## config.mk

```make
export PLATFORM = sky130hd
export DESIGN_NAME = stream_packet_scheduler
export DESIGN_NICKNAME = d
export VERILOG_FILES = /design/src/rtl/stream_packet_scheduler.sv
export SDC_FILE = /design/constraint.sdc
export NUM_CORES = 1
export LEC_CHECK = 0
export BUFFER_PORTS_ARGS = -buffer_cell sky130_fd_sc_hd__buf_4
export CAP_MARGIN = 40
export CORE_MARGIN = 5
export CORE_UTILIZATION = 43
export CTS_CLUSTER_SIZE = 10
export DETAILED_ROUTE_END_ITERATION = 8
export PLACE_DENSITY = 0.86
export SETUP_SLACK_MARGIN = 0.1
export SKIP_LAST_GASP = 1
export SYNTH_ARGS = -nofsm -noshare
export SYNTH_HDL_FRONTEND = slang
export SYNTH_SLANG_ARGS = --single-unit
```

## constraint.sdc

```tcl
create_clock -name clk -period 2.5 [get_ports clk]
set_input_delay 0.125 -clock clk [delete_from_list [all_inputs] [get_ports clk]]
set_output_delay 0.125 -clock clk [all_outputs]
set_load 0.02 [all_outputs]
```

## src/rtl/stream_packet_scheduler.sv

```systemverilog
// Packet-atomic weighted round-robin merge of two AXI-Stream sources; optional stats via STREAM_SCHED_STATS_EN.
// Latency: 1 cycle from accepted input beat to registered output beat.
// Backpressure: the granted port sees tready only while the output slot is free; the other port is held off.
module stream_packet_scheduler #(
    parameter int DATA_W  = 64,
    parameter int WEIGHT0 = 3
) (
    input  logic              clk,
    input  logic              rst,
    input  logic [DATA_W-1:0] s_axis0_tdata,
    input  logic              s_axis0_tvalid,
    input  logic              s_axis0_tlast,
    output logic              s_axis0_tready,
    input  logic [DATA_W-1:0] s_axis1_tdata,
    input  logic              s_axis1_tvalid,
    input  logic              s_axis1_tlast,
    output logic              s_axis1_tready,
    output logic [DATA_W-1:0] m_axis_tdata,
    output logic              m_axis_tvalid,
    output logic              m_axis_tlast,
    input  logic              m_axis_tready,
`ifdef STREAM_SCHED_STATS_EN
    output logic [15:0]       pkt_cnt0,
    output logic [15:0]       pkt_cnt1,
`endif
    output logic [1:0]        grant
);

    localparam int CW = $clog2(WEIGHT0 + 1);
    localparam logic [CW-1:0] W0 = CW'(WEIGHT0);

    typedef enum logic [1:0] {IDLE, LOCK0, LOCK1} state_t;

    state_t            state_q, state_d;
    logic [CW-1:0]     credit_q, credit_d;
    logic [1:0]        grant_q, grant_d;
    logic [DATA_W-1:0] tdata_q, tdata_d;
    logic              tvalid_q, tvalid_d;
    logic              tlast_q, tlast_d;
    logic              slot_free, sel0, sel1, acc0, acc1;

    always_comb begin
        slot_free = !tvalid_q || m_axis_tready;
        sel0      = 1'b0;
        sel1      = 1'b0;
        state_d   = state_q;
        credit_d  = credit_q;
        tdata_d   = tdata_q;
        tvalid_d  = tvalid_q;
        tlast_d   = tlast_q;
        grant_d   = 2'b00;

        case (state_q)
            IDLE: begin
                if (s_axis0_tvalid && !s_axis1_tvalid) begin
                    sel0 = 1'b1;
                end else if (!s_axis0_tvalid && s_axis1_tvalid) begin
                    sel1 = 1'b1;
                end else if (s_axis0_tvalid && s_axis1_tvalid) begin
                    if (credit_q < W0) sel0 = 1'b1;
                    else               sel1 = 1'b1;
                end
            end
            LOCK0:   sel0 = 1'b1;
            LOCK1:   sel1 = 1'b1;
            default: ;
        endcase

        // Readies are also gated by reset so nothing is handed over while it is held.
        s_axis0_tready = sel0 && slot_free && !rst;
        s_axis1_tready = sel1 && slot_free && !rst;
        acc0 = s_axis0_tready && s_axis0_tvalid;
        acc1 = s_axis1_tready && s_axis1_tvalid;

        case (state_q)
            IDLE: begin
                if (acc0) begin
                    if (!s_axis1_tvalid)  credit_d = '0;
                    else if (credit_q < W0) credit_d = credit_q + CW'(1);
                    if (!s_axis0_tlast) state_d = LOCK0;
                end
                if (acc1) begin
                    credit_d = '0;
                    if (!s_axis1_tlast) state_d = LOCK1;
                end
            end
            LOCK0:   if (acc0 && s_axis0_tlast) state_d = IDLE;
            LOCK1:   if (acc1 && s_axis1_tlast) state_d = IDLE;
            default: state_d = IDLE;
        endcase

        // While idling, the visible grant is this cycle's arbitration decision.
        case (state_d)
            LOCK0:   grant_d = 2'b01;
            LOCK1:   grant_d = 2'b10;
            default: grant_d = (state_q == IDLE) ? {sel1, sel0} : 2'b00;
        endcase

        if (acc0) begin
            tdata_d  = s_axis0_tdata;
            tvalid_d = 1'b1;
            tlast_d  = s_axis0_tlast;
        end else if (acc1) begin
            tdata_d  = s_axis1_tdata;
            tvalid_d = 1'b1;
            tlast_d  = s_axis1_tlast;
        end else if (m_axis_tready) begin
            tvalid_d = 1'b0;
        end
    end

    always_ff @(posedge clk) begin
        if (rst) begin
            state_q  <= IDLE;
            credit_q <= '0;
            grant_q  <= 2'b00;
            tdata_q  <= '0;
            tvalid_q <= 1'b0;
            tlast_q  <= 1'b0;
        end else begin
            state_q  <= state_d;
            credit_q <= credit_d;
            grant_q  <= grant_d;
            tdata_q  <= tdata_d;
            tvalid_q <= tvalid_d;
            tlast_q  <= tlast_d;
        end
    end

    assign m_axis_tdata  = tdata_q;
    assign m_axis_tvalid = tvalid_q;
    assign m_axis_tlast  = tlast_q;
    assign grant         = grant_q;

`ifdef STREAM_SCHED_STATS_EN
    logic [15:0] cnt0_q, cnt0_d, cnt1_q, cnt1_d;

    always_comb begin
        cnt0_d = cnt0_q;
        cnt1_d = cnt1_q;
        if (acc0 && s_axis0_tlast) cnt0_d = cnt0_q + 16'd1;
        if (acc1 && s_axis1_tlast) cnt1_d = cnt1_q + 16'd1;
    end

    always_ff @(posedge clk) begin
        if (rst) begin
            cnt0_q <= '0;
            cnt1_q <= '0;
        end else begin
            cnt0_q <= cnt0_d;
            cnt1_q <= cnt1_d;
        end
    end

    assign pkt_cnt0 = cnt0_q;
    assign pkt_cnt1 = cnt1_q;
`endif

endmodule
```

* Word-level counts from Yosys, hierarchy flattened
Cells that the tools add are included.
Storage, ports and cells: bits in registers 72, word-level logic and storage cells 63, output and inout port bits 70
Cells by class: muxes and demuxes 30, eq/ne operators 5, $lt $le $gt $ge 1, reduce and logical (&&, ||, !) cells 20, add/sub/neg operators 1
Operators by type and width (number):
- $mux W64 | 2
- $mux W2 | 11
- $mux W1 | 13
- $logic_and A1 B1 Y1 | 11
- $pmux W2 S3 | 1
- $eq A2 B1 Y1 const B | 2
- $eq A2 B2 Y1 const B | 2
- $logic_not A1 Y1 | 4
- $pmux W1 S2 | 2
- $pmux W2 S2 | 1
- $ne A3 B1 Y1 const B | 1
- $reduce_and A3 Y1 | 1
- $reduce_bool A3 Y1 | 1
- $add A2 B1 Y2 const B | 1
- $logic_not A2 Y1 | 1
- $lt A2 B2 Y1 const B | 1
- $reduce_bool A2 Y1 | 1
- $logic_or A1 B1 Y1 | 1

* Logic depth before layout (Yosys ltp)
depth after elaboration 15, gate-level depth with buffers 8

* Worst setup path after synthesis
OpenSTA, ideal clock, no wires.
kind register to register, start register credit_q[0], end register grant_q[0], in the netlist grant[0], setup slack 706 ps, data required time 2430 ps, path buffers 0, clock period less this slack 1794 ps, cell stages (with the launch flop) 9, arrival 1724 ps, library setup time 70 ps, cell sequence dfxtp_1 -> ha_1 -> nand2_1 -> o21a_1 -> a311oi_2 -> inv_1 -> ha_1 -> nand2b_1 -> a21oi_1
Between the ends: word-level cells in the longest chain between the ends 15, elaborated cells between the ends (all ways) 29
RTL lines:
- from (decl) | line 35 | logic [CW-1:0] credit_q, credit_d;
- from (signal assigned) | line 122 | credit_q <= credit_d;
- $lt A2 B2 Y1 (*) | line 60 | if (credit_q < W0) sel0 = 1'b1;
- $mux W1 | line 60
- $mux W1 | line 59 | end else if (s_axis0_tvalid && s_axis1_tvalid) begin
- $mux W1 | line 57 | end else if (!s_axis0_tvalid && s_axis1_tvalid) begin
- $mux W1 | line 55 | if (s_axis0_tvalid && !s_axis1_tvalid) begin
- $pmux W1 S2 | line 53 | case (state_q)
- $logic_and A1 B1 Y1 (2 in a row) | line 70 | s_axis0_tready = sel0 && slot_free && !rst;
- $logic_and A1 B1 Y1 | line 72 | acc0 = s_axis0_tready && s_axis0_tvalid;
- $mux W2 | line 77 | if (acc0) begin
- $mux W2 | line 84 | if (!s_axis1_tlast) state_d = LOCK1;
- $mux W2 | line 82 | if (acc1) begin
- $pmux W2 S3 (*) | line 75 | case (state_q)
- named net state_d[0] | line 34 | state_t state_q, state_d;
- $eq A2 B2 Y1 or $eq A2 B1 Y1 (tied branches) | line 93 | case (state_d)
- $pmux W2 S2 (*) | line 93
- to (signal assigned) | line 123 | grant_q <= grant_d;
- to (decl) | line 36 | logic [1:0] grant_q, grant_d;
The timed path passes the listed nets; every way through them passes the cells marked *. A chain may end at the register's enable or synchronous reset.

* Worst setup path after layout
Ends and elaborated chain as after synthesis.

==> run_results.csv <==
group,metric,value,unit
global_route,grt_use_total,0.1899,
place,post-place-ws,427.8,ps
sta,fin_tns_setup,0,ps
pwr,vdd_drop_max,0.0003037,V
routing,vias,3247,
logic_synthesis,synthMuxAreaShare,0.1908,
floorplanning,ios,205,
finish,areaGrowthSynthToFinish,52.20,%
critical_path,r2r_cells,8,
critical_path,critPathMaxStageDelay,380,ps
logic_synthesis,synth_compound_area_frac,0.1499,
floorplanning,die_h,97.68,um
sta,min_period,2111,ps
critical_path,worstSetupPathType,"reg2reg",
logic_synthesis,ys_seq_area_frac,0.4360,
logic_synthesis,syn-num-nets,482,
sta,period_share,0.8446,
clock_network,cts-root-buf,"clkbuf_8",
status,outcome,"finished clean",
logic_synthesis,ys_types,31,
logic_synthesis,synth.top_cell.area_share,0.4360,
sta,skew,7.767,ps
logic_synthesis,synthAdderAreaFrac,0.01136,
routing,drt_iter0_drc,116,
critical_path,cp.depth,8,
finish,fill_cells,642,
logic_synthesis,yosys_warnings,0,
hold_path,min_to,"grant[1]",
logic_synthesis,syn_inst,344,
hold_path,hold_depth,2,
clock_network,cts.sink_count,72,
floorplanning,rows,32,
critical_path,crit_path_end_kind,"flop",
clock_network,postCtsSetupBuffers,0,
clock_network,ctsHoldBuffers,0,
global_route,grt_max_degree,67,
logic_synthesis,synth_top_family_by_area,"multiplexers",
logic_synthesis,yosys-top-cells-area,"dfxtp_1 (44%), mux2i_1 (19%), nand3_1 (8.9%), o21ai_0 (5.8%), o21ai_1 (3.5%)",
critical_path,timing.rr.end,"grant[0]",
critical_path,r2r_start,"credit_q[0]",
global_route,grt_pass1_vias,3361,
critical_path,crit_path_top_delay_cell,"a311oi_2",
pwr,p_per_area,620.5,nW/um^2
routing,avgRoutedWirePerCell,14.53,um
critical_path,startpoint_type,"flop",
clock_network,clk_path_buf_depth,2,
routing,ant_nets,0,
clock_network,numCtsBuffers,9,
critical_path,cp.required,2750,ps
critical_path,worst-path-buf-inv,1,
critical_path,reg2reg_slack,390,ps
place,place_congestion,0.8823,
critical_path,crit_top_cell,"ha_1",
logic_synthesis,synth_area_leader_cell,"dfxtp_1",
critical_path,critical_path.max_fanout,5,
logic_synthesis,yosys.area_share.simple,0.1453,
global_route,grt_overflow_total,0,
critical_path,crit_chain,"ha_1, nand2_1, o21a_1, a311oi_2, inv_1, ha_1, nand2b_1, a21oi_1",
place,hpwlAfterDp,7406,um
logic_synthesis,synth_xor_area_frac,0,
clock_network,cts.htree.levels,3,
routing,avgViaCountPerCell,5.066,
routing,totalWireLength,9313,um
clock_network,cts_tree,"built",
logic_synthesis,synth-main-ff-cell,"dfxtp_1",
finish,layout.nets,672,
sta,hold_viol_final,0,
hold_path,worstHoldStart,"rst",
global_route,antenna_found_initial,0,
sta,hold_ws,48.40,ps
place,io_buffers,204,
hold_path,hold_path_class,"in2reg",
logic_synthesis,avgSynthCellArea,9.610,um^2
sta,rsz0062_at_grt,"false",
sta,fmax,473.6,MHz
run,drv_cap,0,
logic_synthesis,synth_edf_count,0,
clock_network,clk_pin_slew_worst_paths,70,ps
routing,drt_first_pass_iters,4,
global_route,grt_pass1_wl,15060,um
floorplanning,fp.coreArea,7607,um^2
critical_path,cp.arrival,2370,ps
logic_synthesis,synth_area,3306,um^2
logic_synthesis,ys_ff_latch,72,
routing,drc,0,
logic_synthesis,synthArstFlopShare,0,
floorplanning,die_x,97.68,um
finish,n_antenna_cell,0,
sta,fin_ws,388.6,ps
clock_network,insertion_delay,330,ps
sta,report.final.slew_viol_count,0,
critical_path,cpLargestDelayFamily,"compound AO/OA/AOI/OAI gates",
floorplanning,die_area,9541,um^2
finish,drive_gt1_frac,0.4527,
clock_network,post_cts_resized,0,
sta,relSlewSlack,0.5695,
pwr,p_leak,2.415,nW
sta,tightest_slew,645.8,ps
floorplanning,initial_core_util,0.4345,
sta,finalSetupViolCount,0,
state kept, by name, indices dropped and copies added, names as in the netlist:
name and cells:
m_axis_tdata 64, credit_q 2, state_q 2, m_axis_tvalid 1, m_axis_tlast 1, grant 2
synth_stat cells, types with 2 or more instances:
master / n
inv_1: 4
buf_6: 9
nand2_1: 2
o21ai_2: 6
dfxtp_1: 72
ha_1: 3
o21ai_0: 38
nand3_2: 6
nor2b_1: 2
clkbuf_1: 9
clkbuf_2: 2
nor3_1: 3
o21ai_1: 23
nor2_1: 3
a22oi_1: 2
a41oi_1: 2
nand3_1: 59
buf_4: 2
nand2b_1: 5
mux2i_1: 63
a21oi_1: 9
nand4_1: 3
buf_2: 9
power by group:
group / leakage (nW) / total [W] / internal, W / switching (W)
clock network: 0.101 / 0.000921 / 0.000512 / 0.000409
registers: 0.597 / 0.00135 / 0.00127 / 0.0000714
logic: 1.72 / 0.000855 / 0.000418 / 0.000438
worst max path at each step:
stage                      from       end
floorplan           credit_q[0]  grant[0]
global placement    credit_q[0]  grant[1]
detailed placement  credit_q[0]  grant[0]
CTS                 credit_q[0]  grant[0]
global route        credit_q[0]  grant[0]
finish              credit_q[0]  grant[0]
worst reg2reg max path: stages (launching register included):
cell	delay [ps]
dfxtp_1	350
ha_1	190
nand2_1	170
o21a_1	260
a311oi_2	380
inv_1	90
ha_1	340
nand2b_1	160
a21oi_1	120
metal layers:
| layer | track usage | vias to the layer above | wire, um |
|---|---|---|---|
| li1 | - | 1633 | - |
| met1 | 0.2004 | 1460 | 3537 |
| met2 | 0.3458 | 140 | 4877 |
| met3 | 0.05958 | 14 | 746 |
| met4 | 0.07987 | 0 | 152 |
| met5 | 0 | - | 0 |
cells by family (layout without fill, tap and decap cells):
| logic type | count (synthesis) | after routing |
|---|---|---|
| buffers and inverters | 35 | 230 |
| multiplexers | 63 | 63 |
| adder cells (fa/ha/maj) | 3 | 3 |
| AO/OA/AOI/OAI | 85 | 85 |
| flip-flops | 72 | 72 |
| AND/OR/NAND/NOR | 86 | 86 |
placed cells by master, fill, tap and decap left out, drive strengths merged:
cell      Yosys  final
clkinv        0      2
nand3        65     65
a22oi         2      2
a311oi        1      1
clkbuf       11     11
nand4         3      3
and2          1      1
mux2i        63     63
a21oi         9      9
a311o         1      1
a2111oi       1      1
nand2b        5      5
a41oi         2      2
nand4b        1      1
o211ai        1      1
inv           4      4
nor2          3      3
nor3          3      3
clkinvlp      0      2
nand2         2      2
dfxtp        72     72
buf          20    210
ha            3      3
bufinv        0      1
o21ai        67     67
nor2b         3      3
o21a          1      1
stage by stage:
stage	std cells	total power (W)	util	cell area, um^2
detailed placement	625	0.002238	0.6342	4825
floorplan	344	0.001828	-	3306
global placement	625	0.002211	0.6342	4825
CTS	641	0.003173	0.6613	5031
global route	641	0.003312	0.6613	5031
finish	641	0.003122	0.6613	5031
cell type report:
class                      instances  area, um^2  share of cell area
clock buffer                      11       151.4             0.03009
clock inverter                     5       55.05             0.01094
inverter                           4       15.01            0.002984
multi-input combinational        237        1664              0.3308
sequential                        72        1441              0.2865
tap                              102       127.6             0.02537
timing repair buffer             210        1577              0.3134
Note: power is estimated with default switching activity, not from simulation.
